## src/rtl/register_file_param_if.sv

```systemverilog
// Bus between the control unit and the register file: read/write ports plus clear handshake.
interface register_file_param_if #(
  parameter int unsigned XLEN  = 32,
  parameter int unsigned NREGS = 32
);
  localparam int unsigned ADDR_W = $clog2(NREGS);

  logic [ADDR_W-1:0] rs1;
  logic [ADDR_W-1:0] rs2;
  logic [ADDR_W-1:0] rd;
  logic              writeEnable;
  logic [XLEN-1:0]   data;
  logic              clearStart;
  logic [XLEN-1:0]   rs1Data;
  logic [XLEN-1:0]   rs2Data;
  logic              clearBusy;
  logic              clearDone;

  modport master (
    output rs1, rs2, rd, writeEnable, data, clearStart,
    input  rs1Data, rs2Data, clearBusy, clearDone
  );

  modport slave (
    input  rs1, rs2, rd, writeEnable, data, clearStart,
    output rs1Data, rs2Data, clearBusy, clearDone
  );
endinterface

```

## src/rtl/register_file_param.sv

```systemverilog
// Parametrised integer register file with hardwired-zero x0 and a sequential clear engine.
// Define REGFILE_BYPASS_EN to forward same-cycle write data onto matching read ports.
module register_file_param #(
  parameter int unsigned XLEN  = 32,
  parameter int unsigned NREGS = 32
) (
  input logic                  clk,
  input logic                  reset,
  register_file_param_if.slave rf
);
  localparam int unsigned ADDR_W = $clog2(NREGS);

  typedef enum logic [1:0] {StIdle, StClear, StDone} state_e;

  state_e            state_q, state_d;
  logic [ADDR_W-1:0] idx_q, idx_d;
  logic              busy_q, busy_d;
  logic              done_q, done_d;
  logic [XLEN-1:0]   regs_q [NREGS];
  logic              clr_en;
  logic              wr_en;

  // Valid, writable/readable index: non-zero and inside the file.
  function automatic logic in_range(input logic [ADDR_W-1:0] a);
    return (a != '0) && (32'(a) < NREGS);
  endfunction

  assign clr_en = (state_q == StClear);
  assign wr_en  = rf.writeEnable && in_range(rf.rd) && !clr_en;

  always_comb begin
    state_d = state_q;
    idx_d   = idx_q;
    busy_d  = busy_q;
    done_d  = 1'b0;
    unique case (state_q)
      StIdle: begin
        if (rf.clearStart) begin
          state_d = StClear;
          idx_d   = ADDR_W'(1);
          busy_d  = 1'b1;
        end
      end
      StClear: begin
        if (32'(idx_q) == NREGS - 1) begin
          state_d = StDone;
          busy_d  = 1'b0;
          done_d  = 1'b1;
        end else begin
          idx_d = idx_q + ADDR_W'(1);
        end
      end
      StDone:  state_d = StIdle;
      default: state_d = StIdle;
    endcase
  end

  always_ff @(posedge clk or posedge reset) begin
    if (reset) begin
      state_q <= StIdle;
      idx_q   <= ADDR_W'(1);
      busy_q  <= 1'b0;
      done_q  <= 1'b0;
    end else begin
      state_q <= state_d;
      idx_q   <= idx_d;
      busy_q  <= busy_d;
      done_q  <= done_d;
    end
  end

  always_ff @(posedge clk or posedge reset) begin
    if (reset) begin
      regs_q <= '{default: '0};
    end else if (clr_en) begin
      regs_q[idx_q] <= '0;
    end else if (wr_en) begin
      regs_q[rf.rd] <= rf.data;
    end
  end

  always_comb begin
    rf.rs1Data = '0;
    rf.rs2Data = '0;
    if (in_range(rf.rs1)) rf.rs1Data = regs_q[rf.rs1];
    if (in_range(rf.rs2)) rf.rs2Data = regs_q[rf.rs2];
`ifdef REGFILE_BYPASS_EN
    if (wr_en && (rf.rs1 == rf.rd)) rf.rs1Data = rf.data;
    if (wr_en && (rf.rs2 == rf.rd)) rf.rs2Data = rf.data;
`endif
  end

  assign rf.clearBusy = busy_q;
  assign rf.clearDone = done_q;
endmodule

```

## src/flat_wrapper.sv

```systemverilog
// flat-port wrapper written by rule: the top's interface ports become plain ports
module register_file_param_flat 
#(
  parameter int unsigned XLEN  = 32,
  parameter int unsigned NREGS = 32
)
  (clk, reset, rf_rs1, rf_rs2, rf_rd, rf_writeEnable, rf_data, rf_clearStart, rf_rs1Data, rf_rs2Data, rf_clearBusy, rf_clearDone);
  register_file_param_if #(.XLEN(XLEN), .NREGS(NREGS)) rf_i ();
  input logic clk;
  input logic reset;
  input wire logic [$bits(rf_i.rs1)-1:0] rf_rs1;
  input wire logic [$bits(rf_i.rs2)-1:0] rf_rs2;
  input wire logic [$bits(rf_i.rd)-1:0] rf_rd;
  input wire logic [$bits(rf_i.writeEnable)-1:0] rf_writeEnable;
  input wire logic [$bits(rf_i.data)-1:0] rf_data;
  input wire logic [$bits(rf_i.clearStart)-1:0] rf_clearStart;
  output wire logic [$bits(rf_i.rs1Data)-1:0] rf_rs1Data;
  output wire logic [$bits(rf_i.rs2Data)-1:0] rf_rs2Data;
  output wire logic [$bits(rf_i.clearBusy)-1:0] rf_clearBusy;
  output wire logic [$bits(rf_i.clearDone)-1:0] rf_clearDone;
  assign rf_i.rs1 = rf_rs1;
  assign rf_i.rs2 = rf_rs2;
  assign rf_i.rd = rf_rd;
  assign rf_i.writeEnable = rf_writeEnable;
  assign rf_i.data = rf_data;
  assign rf_i.clearStart = rf_clearStart;
  assign rf_rs1Data = rf_i.rs1Data;
  assign rf_rs2Data = rf_i.rs2Data;
  assign rf_clearBusy = rf_i.clearBusy;
  assign rf_clearDone = rf_i.clearDone;
  register_file_param #(.XLEN(XLEN), .NREGS(NREGS)) u_core (.clk(clk), .reset(reset), .rf(rf_i));
endmodule
```

## config.mk

```make
export PLATFORM = sky130hd
export DESIGN_NAME = register_file_param_flat
export DESIGN_NICKNAME = d
export VERILOG_FILES = /design/src/rtl/register_file_param_if.sv /design/src/rtl/register_file_param.sv /design/src/flat_wrapper.sv
export SDC_FILE = /design/constraint.sdc
export NUM_CORES = 2
export LEC_CHECK = 0
export CORE_MARGIN = 8
export CORE_UTILIZATION = 40
export CTS_CLUSTER_DIAMETER = 40
export CTS_CLUSTER_SIZE = 8
export DETAILED_ROUTE_END_ITERATION = 16
export PLACE_DENSITY = 0.67
export RECOVER_POWER = 25
export REMOVE_ABC_BUFFERS = 1
export SETUP_SLACK_MARGIN = 0.3
export SYNTH_ARGS = -nofsm -noshare
export SYNTH_HDL_FRONTEND = slang
export SYNTH_SLANG_ARGS = --single-unit
```

## constraint.sdc

```tcl
create_clock -name clk -period 39.1 [get_ports clk]
set_clock_uncertainty 0.15 [all_clocks]
set_input_delay 3.91 -clock clk [delete_from_list [all_inputs] [get_ports clk]]
set_output_delay 3.91 -clock clk [all_outputs]
set_load 0.02 [all_outputs]
```

=== After elaboration in Yosys (flattened, before gate mapping) ===
Index checks and enable logic that the tools add are counted.

* Bitwise operators: 6
* Equal/unequal tests: 5
* Muxes and demuxes: 26
* Order comparisons: 6
* Reductions and logical operators: 14
* Add/sub/neg operators: 1

{| class="wikitable"
|+ Operators by type and width
! cell !! count
|-
| 2-to-1 mux 1024 bit || 2
|-
| bitwise AND 1024 bit || 1
|-
| bitwise mux 1024 bit || 1
|-
| NOT 1024 bit || 1
|-
| binary-select mux 32 bit (select 5 bit) || 2
|-
| demux 32 bit (select 5 bit) || 2
|-
| 2-to-1 mux 32 bit || 8
|-
| greater-or-equal comparator 6 bit (second input constant) || 4
|-
| NOT 5 -> 6 bit || 4
|-
| nonzero test 5 bit || 3
|-
| < comparator 6 x 1 -> 1 bit (second input constant) || 2
|-
| 2-to-1 mux 5 bit || 2
|-
| one-hot mux 5 bit (2 select lines) || 1
|-
| inequality test 2 bit (second input constant) || 3
|-
| AND reduction 3 bit || 2
|-
| adder 5 x 1 -> 5 bit (second input constant) || 1
|-
| == test 5 bit (second input constant) || 1
|-
| logical AND 1 bit || 4
|-
| 2-to-1 mux 1 bit || 4
|-
| 2-to-1 mux 2 bit || 2
|-
| one-hot mux 2 bit (2 select lines) || 1
|-
| nonzero test 2 bit || 2
|-
| == test 2 x 1 -> 1 bit (second input constant) || 1
|-
| zero test 2 bit || 1
|-
| 3 further kinds || 3
|}

* Output and inout port bits: 66
* Word-level logic and storage cells: 94
* Flip-flop bits (word level): 1,033
* Input port bits: 51

=== Longest topological paths before layout ===
* Depth after elaboration: 8
* Gate-level depth with buffers: 8
* Gate-level depth less buffers: 7

=== Worst setup path before layout ===
No wires, ideal clock.

* Path type: in2out
* Start: input port rf_rs2[0]
* End: output port rf_rs2Data[10]
* Slack: 29,319 ps
* Arrival: 5,721 ps
* Cell stages on the path: 7
* Data required time: 35,040 ps
* Cells stage by stage: buf_2 buf_2 buf_2 nor2b_1 clkbuf_1 a22oi_1 a311oi_1

* Longest elaborated chain between the ends: 5
* Elaborated cells on any way between the ends: 6
* Classes of those cells: mux (4); bitwise (1); reduce/logical (1)

{| class="wikitable"
|+ Ends and longest elaborated chain
! item !! line !! text
|-
| start, declared || flat_wrapper.sv:12 || <nowiki>input wire logic [$bits(rf_i.rs2)-1:0] rf_rs2;</nowiki>
|-
| NOT 5 -> 6 bit (not written as such) || register_file_param.sv:86 || <nowiki>if (in_range(rf.rs2)) rf.rs2Data = regs_q[rf.rs2];</nowiki>
|-
| binary-select mux 32 bit (select 5 bit) || register_file_param.sv:86 ||
|-
| 2-to-1 mux 32 bit (not written as such) (2 in series) || register_file_param.sv:86 ||
|-
| 2-to-1 mux 32 bit * || register_file_param.sv:86 ||
|-
| end, declared || flat_wrapper.sv:18 || <nowiki>output wire logic [$bits(rf_i.rs2Data)-1:0] rf_rs2Data;</nowiki>
|}

Every way passes the cells marked *; elsewhere a longest branch is shown, timed or not. The select of a mux whose other input is x is not followed.

==> qor.yml <==
placement:
  hpwlAfterDp_mm: 120.5
  place_ws_ps: 26100
  gp_congestion: 0.8819
  port_buffers: 116
cells_and_area:
  seqCellArea_um2: 25850
  fillers: 11240
  layout-drive-gt1-share_pct: 25.40
  synthToLayoutAreaGrowth_pct: 15.71
  multi_input_area_um2: 25890
  layout.nets: 3838
critical_path:
  crit_type: "input pin to asynchronous set/reset pin"
  path_max_fanout: 184
  critPathArrivalTime_ps: 14850
  cp_top_family: "buffers and inverters"
  cp.depth: 3
  rr_worst_depth: 6
  crit_slowest_cell: "clkbuf_1"
  cp.required_ps: 37340
  path_buf_inv: 3
  crit_chain: "dlygate4sd3_1 > clkinvlp_2 > clkbuf_1"
  crit_path_max_incr_delay_ps: 7070
  startpoint_type: "input pin"
  end_kind: "asynchronous set/reset pin"
global_route:
  track_usage_pct: 29.36
  grt_pass1_wl_mm: 313.9
  grt_max_degree: 185
  grt_pass1_vias: 42380
  grt_overflow: 0
  antenna_found_initial: 24
floorplanning:
  core-area_um2: 131600
  dieArea_um2: 144800
  die_h_um: 380.5
  ioPinCount: 117
  fp.dieW_um: 380.5
  start_util_pct: 40.37
  fp-row-count: 133
sta:
  setup_tns_ps: 0
  fmax_mhz: 60.21
  finalCritPeriodShare_pct: 42.48
  setup_viol: 0
  rsz0062_at_grt: "false"
  period_needed_ps: 16610
  tightest_slew_ps: 9812
  layout_setup_ws_ps: 22490
  slew_headroom_pct: -554.2
  finalMaxSlewViolations: 605
  hold_viol: 0
clocking:
  worstSkewPairLatency_ps: 760
  cts_sinks: 1033
  path_clk_slew_ps: 50
  cts_tree: "yes"
  post_cts_buffers: 0
  clock_path_buffers: 3
  cts_root_buf: "clkbuf_16"
  hold_buffers: 0
  h-tree-depth: 4
  cts_resized: 0
  numCtsBuffers: 167
logic_synthesis:
  async_flop_share_pct: 100.0
  synth_top_area_cell: "dfrtp_1"
  syn_inst: 3849
  synth_top_area_share_pct: 48.59
  ys.flop_type: "dfrtp_1"
  ys_warn_count: 0
  synth_edf_count: 0
  ys_top_cells_by_area: "dfrtp_1 49%, mux4_2 19%, a22o_1 16%, clkbuf_1 2.6%, mux2i_1 2.4%"
  synth_area_um2: 53140
  ys_seq_area_share_pct: 48.64
  postSynthAreaPerCell_um2: 13.81
  ys_types: 44
  ys_ff_latch: 1033
min_path:
  holdPathStages: 1
  hold_path_class: "flop to flop"
drt:
  vias_per_cell: 7.578
  num_vias: 42720
  initialDrtViolationCount: 7035
  final_antenna_net_count: 0
  finalWirelength_mm: 220.9
  routedWlPerCell_um: 39.18
  remaining_drc_errors: 0
  dr.pass1.iters: 7
power:
  ir_drop_v: 0.00004264
  p_leak_nw: 26.60
  powerDensity_nw_per_um2: 51.34
  total_power_mw: 3.157
job:
  cap_violations: 7
status:
  failed_checks: "capacitance limit, slew limit"
  status: "complete, but fails checks"
[worst reg2reg max path: stages (launching register included)]
cell       delay [ps]
dfstp_1           610
inv_1             110
ha_1              230
nand4bb_1         240
nand2b_1          870
clkbuf_1         1350
and2_0            300
[through the flow]
stage               hold slack (ps)  util, %  cell area, µm²  cells
floorplan                     316.6        -           51100   3349
global placement              334.2    42.76           56290   5368
detailed placement            339.2    42.76           56290   5368
CTS                           355.4    46.73           61510   5625
global route                  368.7    46.70           61470   5627
finish                        359.5    46.72           61500   5637
[final cells by class]
| type | instances | area share, % |
|---|---|---|
| Timing Repair Buffer | 264 | 3.697 |
| Sequential cell | 1033 | 42.04 |
| Tap cell | 1755 | 3.571 |
| Clock inverter | 34 | 0.7650 |
| Inverter | 8 | 0.05494 |
| Clock buffer | 223 | 7.719 |
| Antenna cell | 12 | 0.04883 |
| Multi-Input combinational cell | 2308 | 42.11 |
[power by group]
| part | internal [mW] | switching, mW | total, mW |
|---|---|---|---|
| sequential | 1.15 | 0.0735 | 1.22 |
| combinational | 0.196 | 0.326 | 0.522 |
| clock | 0.895 | 0.516 | 1.41 |
| total | 2.24 | 0.916 | 3.16 |
[sequential cells by signal (all words and copies together) (netlist names)]
name and count:
u_core.idx_q 5, u_core.regs_q 1024, u_core.rf.clearBusy 1, u_core.rf.clearDone 1
u_core.state_q 2
[worst paths after layout]
| kind | start | to | slack (ps) |
|---|---|---|---|
| worst max-delay path | reset | u_core.regs_q[11] | 22490 |
| worst min-delay path | u_core.regs_q[1019] | u_core.regs_q[1019] | 360 |
| worst max register to register | u_core.idx_q[0] | u_core.regs_q[1009] | 35180 |
| worst min register to register | u_core.regs_q[1019] | u_core.regs_q[1019] | 360 |
| max in group clk | rf_rs2[1] | rf_rs2Data[25] | 26070 |
| min in group asynchronous | reset | u_core.regs_q[216] | 5140 |
[routing by layer]
metal  GRT usage, %  routed length [µm]  vias to the layer above
met2          39.74               89930                     4104
met1          37.99               80060                    22100
met4          15.96               14390                       27
met5         0.2313                 319                        -
met3          14.81               36180                      950
li1               -                   -                    15540
[synth_stat cells, types with 4 or more instances]
master,count
a21oi_1,31
a211oi_1,64
mux2i_1,128
a22o_1,996
nor2_1,60
mux2_2,65
nor3b_1,4
buf_1,8
nor4_2,8
a22oi_1,65
nand4b_1,4
a221oi_1,46
nor2b_1,72
buf_2,109
o21ai_0,116
mux4_2,448
inv_1,7
dfrtp_1,1032
nand2b_1,9
nand2_1,41
buf_4,8
a311oi_1,64
clkbuf_1,375
o2111ai_1,18
ha_1,5
and2_1,34
[cell usage in the layout, fill, tap and decap left out, types with 15 or more instances in the layout]
cell             synthesis  routed
o21ai_0                116     116
and2_0                   0      19
clkbuf_1               375      33
a211oi_1                64      64
o2111ai_1               18      18
dfrtp_1               1032    1032
nand2_1                 41      41
mux4_2                 448     448
clkbuf_16                0     173
nor2b_1                 72      67
clkdlybuf4s50_1          0     104
mux2_2                  65      65
a22oi_1                 65      65
a22o_1                 996     996
a221oi_1                46      46
a311oi_1                64      62
buf_4                    8     141
clkinv_2                 0      18
a21oi_4                  0      29
nor2_1                  60      32
mux2i_1                128     128
clkbuf_8                 0      23
and2_1                  34      15
nor2_4                   0      25
[cells by family (layout without fill, tap and decap cells)]
family / count (synthesis) / after routing / synth area share (%)
multiplexers: 641 / 641 / 22.77
AO/OA/AOI/OAI: 1403 / 1403 / 21.77
other: 0 / 12 / 0
adder cells (fa/ha/maj): 5 / 5 / 0.1177
flip-flops: 1033 / 1033 / 48.64
AND/OR/NAND/NOR: 259 / 259 / 2.792
buffers and inverters: 508 / 529 / 3.901
(Power assumes the default switching activity.)
